File: src/rtl/vlane_pkg.sv
// rtl/vlane_pkg.sv - shared constants and types for the vector-lane normalizer
package vlane_pkg;

   localparam int VLANE_WIDTH     = 32;
   localparam int VLANE_LOG2WIDTH = 5;

   // Shift-count type: wide enough to express 0..VLANE_WIDTH inclusive
   typedef logic [VLANE_LOG2WIDTH:0] vlane_shcnt_t;

endpackage

File: src/rtl/vlane_leadcount.sv
// rtl/vlane_leadcount.sv - combinational leading-zero / redundant-sign-bit counter
module vlane_leadcount
   import vlane_pkg::*;
#(
   parameter int WIDTH     = VLANE_WIDTH,
   parameter int LOG2WIDTH = VLANE_LOG2WIDTH
) (
   input  logic [WIDTH-1:0]   opA,
   input  logic               op_signed,
   output logic [LOG2WIDTH:0] count
);

   logic [WIDTH-1:0] w_scan;

   // Signed mode scans for the first bit differing from the sign. The appended
   // 1 caps the count at WIDTH-1 when every bit equals the sign.
   always_comb begin
      w_scan = opA;
      if (op_signed) begin
         w_scan = {opA[WIDTH-2:0] ^ {(WIDTH-1){opA[WIDTH-1]}}, 1'b1};
      end
   end

   // Priority encode from the top; an all-zero scan reports WIDTH
   always_comb begin
      count = (LOG2WIDTH+1)'(WIDTH);
      for (int i = 0; i < WIDTH; i++) begin
         if (w_scan[i]) begin
            count = (LOG2WIDTH+1)'(WIDTH - 1 - i);
         end
      end
   end

endmodule

File: src/rtl/vlane_normalizer.sv
// rtl/vlane_normalizer.sv - two-stage lane normalizer (optional shift clamp: VLANE_NORMALIZER_CLAMP_EN)
module vlane_normalizer
   import vlane_pkg::*;
#(
   parameter int WIDTH         = VLANE_WIDTH,
   parameter int LOG2WIDTH     = VLANE_LOG2WIDTH,
   parameter int REGISTERBREAK = LOG2WIDTH - 2
) (
   input  logic                 clk,
   input  logic                 resetn,
   input  logic                 en,
   input  logic                 in_valid,
   input  logic [WIDTH-1:0]     opA,
   input  logic                 op_signed,
`ifdef VLANE_NORMALIZER_CLAMP_EN
   input  logic [LOG2WIDTH:0]   sa_max,
`endif
   output logic                 out_valid,
   output logic [WIDTH-1:0]     result,
   output logic [LOG2WIDTH:0]   count
);

   // Count bits below REGISTERBREAK are applied in stage 2, the rest in stage 1
   localparam logic [LOG2WIDTH:0] C_FINE_MASK = (LOG2WIDTH+1)'((1 << REGISTERBREAK) - 1);

   logic [LOG2WIDTH:0] w_nat_cnt;
   logic [LOG2WIDTH:0] w_cnt;
   logic [LOG2WIDTH:0] w_coarse_cnt;
   logic [WIDTH-1:0]   w_s1_data;
   logic [LOG2WIDTH:0] w_fine_cnt;
   logic [WIDTH-1:0]   w_s2_data;

   logic               r_s1_valid;
   logic [WIDTH-1:0]   r_s1_data;
   logic [LOG2WIDTH:0] r_s1_cnt;
   logic               r_s2_valid;
   logic [WIDTH-1:0]   r_s2_data;
   logic [LOG2WIDTH:0] r_s2_cnt;

   vlane_leadcount #(
      .WIDTH     (WIDTH),
      .LOG2WIDTH (LOG2WIDTH)
   ) u_leadcount (
      .opA       (opA),
      .op_signed (op_signed),
      .count     (w_nat_cnt)
   );

   // Choose the shift actually applied; the clamp limits it denormal-style
   always_comb begin
      w_cnt = w_nat_cnt;
`ifdef VLANE_NORMALIZER_CLAMP_EN
      if (sa_max < w_nat_cnt) begin
         w_cnt = sa_max;
      end
`endif
   end

   assign w_coarse_cnt = w_cnt & ~C_FINE_MASK;
   assign w_s1_data    = opA << w_coarse_cnt;

   // Stage 1: coarse shift; data loads regardless of valid to keep enables simple
   always_ff @(posedge clk or negedge resetn) begin
      if (!resetn) begin
         r_s1_valid <= 1'b0;
         r_s1_data  <= '0;
         r_s1_cnt   <= '0;
      end else if (en) begin
         r_s1_valid <= in_valid;
         r_s1_data  <= w_s1_data;
         r_s1_cnt   <= w_cnt;
      end
   end

   assign w_fine_cnt = r_s1_cnt & C_FINE_MASK;
   assign w_s2_data  = r_s1_data << w_fine_cnt;

   // Stage 2: fine shift; count and valid ride along unchanged
   always_ff @(posedge clk or negedge resetn) begin
      if (!resetn) begin
         r_s2_valid <= 1'b0;
         r_s2_data  <= '0;
         r_s2_cnt   <= '0;
      end else if (en) begin
         r_s2_valid <= r_s1_valid;
         r_s2_data  <= w_s2_data;
         r_s2_cnt   <= r_s1_cnt;
      end
   end

   assign out_valid = r_s2_valid;
   assign result    = r_s2_data;
   assign count     = r_s2_cnt;

endmodule

File: config.mk
export PLATFORM = sky130hd
export DESIGN_NAME = vlane_normalizer
export DESIGN_NICKNAME = d
export VERILOG_FILES = /design/src/rtl/vlane_pkg.sv /design/src/rtl/vlane_leadcount.sv /design/src/rtl/vlane_normalizer.sv
export SDC_FILE = /design/constraint.sdc
export NUM_CORES = 1
export LEC_CHECK = 0
export ABC_CLOCK_PERIOD_IN_PS = 1800
export CORE_ASPECT_RATIO = 0.6
export CORE_UTILIZATION = 44
export DETAILED_ROUTE_END_ITERATION = 10
export PLACE_DENSITY = 0.69
export SLEW_MARGIN = 0
export SYNTH_ARGS = -nofsm -noshare
export SYNTH_HDL_FRONTEND = slang
export SYNTH_SLANG_ARGS = --single-unit
File: constraint.sdc
create_clock -name clk -period 1.8 [get_ports clk]
set_input_delay 0.36 -clock clk [delete_from_list [all_inputs] [get_ports clk]]
set_output_delay 0.36 -clock clk [all_outputs]
set_load 0.01 [all_outputs]
==> results of run 1 <==
==> placed cells by master (no fill, tap or decap), drive strengths merged, types with 17 or more instances in the layout <==
cell	count
buf	151
dfrtp	78
nor2	77
nand2	71
clkdlybuf4s50	41
a21oi	27
nor3	26
a31oi	23
mux2i	21
mux4	19
nand3	19
clkbuf	17
==> worst max-delay path: stages <==
cell     delay (ns)
buf_12         0.12
buf_6          0.12
buf_6          0.12
buf_4          0.14
and4_1         0.21
a22o_1         0.29
and3_4         0.24
buf_8          0.15
and3_1         0.17
o31ai_1        0.33
nand3_1        0.12
==> per-layer routing <==
metal / wire (um) / share of wire
met2: 8840 / 0.44
met4: 172 / 0.0085
met3: 1670 / 0.082
met1: 9590 / 0.47
met5: 0 / 0
==> timing repair <==
action / 4_1_cts / 5_1_grt
setup buffers: 23 / 19
pin swaps: 47 / 49
gates resized for setup: 121 / 105
hold buffers: 1 / 0
setup endpoints to repair: 38 / 38
gates cloned: 3 / 2
endpoints found under the hold margin: 16 / 0
==> state kept, by name, indices dropped and copies added, names as in the netlist <==
name / flops
r_s1_data: 32
r_s1_cnt: 6
r_s1_valid: 1
count: 6
out_valid: 1
result: 32
==> final cells by class <==
cell class,count,share of cell area
flip-flops and latches,78,0.224
multi-input cells,483,0.466
clock buffers,11,0.0278
well taps,165,0.0236
clock inverters,5,0.00673
inverters,11,0.00473
repair buffers,219,0.247
==> final timing paths <==
path,from,endpoint,cells past startpoint
setup / recovery,opA[31],r_s1_data[31],11
min in group clk,opA[12],r_s1_data[12],4
hold reg to reg,r_s1_cnt[3],r_s1_cnt[3],1
max in group asynchronous,resetn,result[8],3
hold / removal,resetn,r_s1_cnt[0],2
setup reg to reg,r_s1_cnt[1],result[6],6
==> power groups by stage <==
stage / logic [uW] / clock network, uW / registers (uW)
global placement: 1860 / 0 / 2190
detailed placement: 1890 / 0 / 2200
global route: 2250 / 1940 / 2210
finish: 2080 / 1830 / 2180
CTS: 1980 / 1850 / 2170
floorplan: 980 / 0 / 2230
==> kinds of logic (layout without fill, tap and decap cells) <==
| group | after synthesis | count (layout) |
|---|---|---|
| XOR/XNOR | 4 | 4 |
| multiplexers | 49 | 49 |
| flip-flops | 78 | 78 |
| AND/OR/NAND/NOR | 269 | 269 |
| AO/OA/AOI/OAI | 160 | 161 |
| buffers and inverters | 82 | 246 |
==> stage by stage <==
stage | power [uW] | instances | utilization | hold WS [ns]
finish | 6090 | 972 | 0.713 | 0.441
detailed placement | 4090 | 915 | 0.599 | 0.251
CTS | 6000 | 955 | 0.672 | 0.441
floorplan | 3210 | 642 | - | 0.0644
global placement | 4050 | 915 | 0.599 | 0.248
global route | 6400 | 972 | 0.713 | 0.448
==> impl_metrics.csv, run 1 <==
group,metric,value,unit
detailed_routing,vias,5948,
synthesis,syn_area,5630,um2
synthesis,yosys.cell_types.count,64,
cells_and_area,fin_area,8740,um2
timing,min_period,2.17,ns
synthesis,synth_edf_count,0,
detailed_routing,vias_per_cell,6.12,
worst_setup_path,r2r_slack,0.13,ns
synthesis,synth_flop_cell,"dfrtp_1",
die,core_area,12300,um2
timing,rsz0062_at_grt,"yes",
synthesis,synth_top_family_by_area,"simple AND/OR/NAND/NOR gates",
power,ir_worst_vdd,0.489,mV
worst_setup_path,endpoint_kind,"flop",
synthesis,syn_inst,642,
detailed_routing,drt_iter0_markers,419,
worst_hold_path,hp-class,"input pin to asynchronous set/reset pin",
synthesis,seq_area_frac_synth,0.347,
die,ios,76,
status,status,"complete, but fails checks",
timing,relSlewSlack,0.650,
clock_tree,htree_num_levels,3,
timing,fin_crit_sh,1.21,
synthesis,synth-simple-area-share,0.242,
cells_and_area,final-seq-area,1950,um2
power,clkPwrFrac,0.300,
power,netSwitchingFraction,0.316,
grt,antenna_found_initial,0,
power,p_leak,0.00360,uW
die,start_util,0.459,
worst_setup_path,worst_ep_required_time,1.99,ns
cells_and_area,num-fill-cells,941,
power,p_seq_frac,0.358,
cells_and_area,multi_input_area,4080,um2
detailed_routing,wl,20300,um
clock_tree,cts_buffers,9,
timing,finalSetupViolations,37,
grt,grt.total_usage,0.306,
cells_and_area,fin_nets,839,
die,placementRows,31,
grt,global_route.usage.met2,0.454,
synthesis,synth_warnings,0,
synthesis,ys_ff_latch,78,
die,die_y,89.6,um
clock_tree,cts.clk_slew.worst_paths,0.06,ns
timing,slew_viol_final,0,
synthesis,synth.mux.area_fraction,0.131,
die,dieArea,13300,um2
timing,tightest_slew,0.518,ns
power,power_per_cell_area,697,nW/um2
timing,hold_viol_final,0,
clock_tree,cts.sinks,78,
clock_tree,cts_tree,"done",
timing,fin_tns_setup,-6.51,ns
grt,grt_busiest_layer,"met2",
synthesis,synth_top_area_frac,0.347,
placed_design,gp_congestion,0.961,
synthesis,synth_adder_area_share,0,
synthesis,synth_top_cells_by_area,"dfrtp_1 (35%), mux4_2 (7.6%), nor2_1 (5.1%)",
worst_setup_path,arrival,2.37,ns
placed_design,dpl.hpwl,13900,um
synthesis,synth_most_common_cell,"dfrtp_1",
worst_setup_path,criticalPathCategory,"input pin to flop",
grt,grt_start_max_net_pins,82,
detailed_routing,antenna_left,0,
timing,timing.fmax,0.460,GHz
cells_and_area,drive_above_1_share,0.385,
synthesis,synth_compound_area_frac,0.212,
detailed_routing,routedWlPerCell,20.9,um
worst_setup_path,crit_path_start_kind,"input pin",
status,violations,"negative setup slack",
synthesis,synth_xor_area_frac,0.00623,
placed_design,placed_area,7340,um2
power,combPwrFrac,0.342,
worst_setup_path,path_max_fanout,7,
cells_and_area,area_growth,55.3,%
placed_design,io_buffers,75,
detailed_routing,firstDrtPassIters,5,
synthesis,syn_nets,679,
grt,grt_overflow,0,
detailed_routing,drc_errors,0,
grt,met3_usage,0.0818,
power,p_sw,1920,uW
synthesis,synth_largest_area_cell,"dfrtp_1",
timing,fin_skew,0.00463,ns
synthesis,avgSynthCellArea,8.76,um2
cells_and_area,antennaDiodeCount,0,
clock_tree,root_buffer,"clkbuf_16",
clock_tree,clockBufferDepth,2,
die,fp.dieW,148,um
clock_tree,clock_latency,0.33,ns
grt,grt_util_met1,0.446,
placed_design,dp_slack,-1.24,ns
grt,grt_pass1_vias,5575,
synthesis,synth_common_cells,"dfrtp_1 (78), nor2_1 (77), nand2_1 (71)",
grt,grt_pass1_wl,30900,um
timing,setup_ws,-0.375,ns
run,drv_cap,0,
power,internal_power,4160,uW
synthesis,async_flop_share,1.00,
(Power assumes the default switching activity.)
==> inputs of run 2 (changes only) <==
--- a/config.mk
+++ b/config.mk
@@ -10,6 +10,8 @@
 export CORE_UTILIZATION = 44
 export DETAILED_ROUTE_END_ITERATION = 10
 export PLACE_DENSITY = 0.69
+export RECOVER_POWER = 100
+export SKIP_LAST_GASP = 1
 export SLEW_MARGIN = 0
 export SYNTH_ARGS = -nofsm -noshare
 export SYNTH_HDL_FRONTEND = slang
==> impl_metrics.csv, run 2 (synthesis gave the netlist of run 1 again) <==
group,metric,value,unit
die,die_y,89.6,um
cells_and_area,final_util,0.705,
die,start_util,0.459,
detailed_routing,wl,20100,um
detailed_routing,antenna_left,0,
timing,fin_crit_sh,1.20,
timing,hold_viol_final,0,
die,core_area,12300,um2
cells_and_area,fin_nets,831,
cells_and_area,drive_above_1_share,0.367,
die,fp.dieW,148,um
cells_and_area,final_cell_mix,"buf_4 (97), dfrtp_1 (77), nor2_1 (74), nand2_1 (70), dlygate4sd3_1 (40)",
worst_hold_path,hp-class,"flop to flop",
detailed_routing,vias,6014,
grt,antenna_found_initial,0,
worst_hold_path,whs_path_depth,1,
status,status,"complete, but fails checks",
timing,fin_skew,0.00462,ns
grt,grt_start_max_net_pins,82,
clock_tree,htree_num_levels,3,
clock_tree,root_buffer,"clkbuf_16",
timing,timing.fmax,0.464,GHz
worst_setup_path,crit_path_start_kind,"input pin",
grt,grt_pass1_wl,30900,um
worst_setup_path,arrival,2.36,ns
clock_tree,cts_buffers,9,
detailed_routing,routedWlPerCell,20.9,um
cells_and_area,area_growth,53.6,%
clock_tree,clock_latency,0.33,ns
clock_tree,cts.clk_slew.worst_paths,0.06,ns
power,ir_worst_vdd,0.476,mV
die,ios,76,
clock_tree,cts_tree,"done",
die,placementRows,31,
timing,rsz0062_at_grt,"yes",
worst_setup_path,r2r_cells,6,
timing,slew_viol_final,0,
placed_design,dpl.hpwl,13900,um
detailed_routing,drc_errors,0,
placed_design,dp_slack,-1.24,ns
detailed_routing,firstDrtPassIters,5,
placed_design,gp_congestion,0.961,
grt,grt.total_usage,0.306,
timing,min_period,2.15,ns
power,power_per_cell_area,693,nW/um2
timing,tightest_slew,1.04,ns
grt,grt_overflow,0,
worst_setup_path,endpoint_kind,"flop",
timing,setup_ws,-0.354,ns
timing,finalSetupViolations,39,
status,violations,"negative setup slack",
detailed_routing,drt_iter0_markers,364,
timing,relSlewSlack,0.306,
cells_and_area,antennaDiodeCount,0,
detailed_routing,vias_per_cell,6.24,
power,p_leak,0.00355,uW
worst_setup_path,worst_ep_required_time,2.00,ns
cells_and_area,num-fill-cells,969,
clock_tree,clockBufferDepth,2,
power,power,5990,uW
worst_setup_path,path_max_fanout,19,
die,dieArea,13300,um2
placed_design,io_buffers,75,
cells_and_area,layout_commonest_cell,"buf_4",
run,drv_cap,0,
grt,grt_pass1_vias,5575,
worst_setup_path,criticalPathCategory,"input pin to flop",
clock_tree,cts.sinks,78,
==> run 2: metrics by stage <==
stage,hold WS [ns],setup TNS [ns],instances,area [um2]
after global placement,0.248,-37.78,915,7340
final,0.486,-7.44,964,8640
after floorplan,0.0644,-7.14,642,5930
after detailed placement,0.251,-38.17,915,7340
after global routing,0.506,-10.28,964,8640
after CTS,0.441,-9.87,955,8230
==> run 2: cell type report <==
type / count / area [um2] / area share
clock buffer: 11 / 243 / 0.0281
clock inverter: 5 / 58.8 / 0.00680
inverter: 11 / 41.3 / 0.00478
multi-input combinational: 483 / 4120 / 0.477
sequential: 78 / 1950 / 0.226
tap: 165 / 206 / 0.0239
timing repair buffer: 211 / 2020 / 0.234
==> run 2: layer usage <==
| metal | routed length (um) | track usage |
|---|---|---|
| met1 | 9520 | 0.446 |
| met2 | 8770 | 0.454 |
| met3 | 1650 | 0.0818 |
| met4 | 197 | 0.0647 |
| met5 | 0 | 0 |
==> run 2: final timing paths <==
| check | start | endpoint | slack, ns |
|---|---|---|---|
| max in group asynchronous | resetn | r_s1_cnt[4] | 0.14 |
| hold reg to reg | r_s1_cnt[3] | r_s1_cnt[3] | 0.49 |
| setup / recovery | op_signed | r_s1_data[27] | -0.35 |
| min in group asynchronous | resetn | result[29] | 0.73 |
| hold / removal | r_s1_cnt[3] | r_s1_cnt[3] | 0.49 |
| setup reg to reg | r_s1_cnt[1] | result[6] | -0.08 |
==> run 2: power breakdown <==
part	switching [uW]	leakage [uW]	internal, uW
Sequential	185	0.000922	1990
Combinational	1020	0.00248	985
Clock	709	0.000142	1110
Total	1910	0.00355	4080
==> run 2: what timing repair did <==
item,in CTS,in global routing
resized for setup,120,86
endpoints found under the hold margin,16,0
endpoints found under the setup margin,38,38
cloned,3,1
buffers inserted,23,13
hold buffers,1,0
pin swaps,46,47
==> run 2: worst max-delay path, cell delays in order <==
cell	delay, ns
buf_12	0.13
buf_8	0.14
nor3_4	0.22
nor3_2	0.07
or4_4	0.57
buf_6	0.17
buf_12	0.15
and3_4	0.19
o31ai_4	0.23
nand3_1	0.10
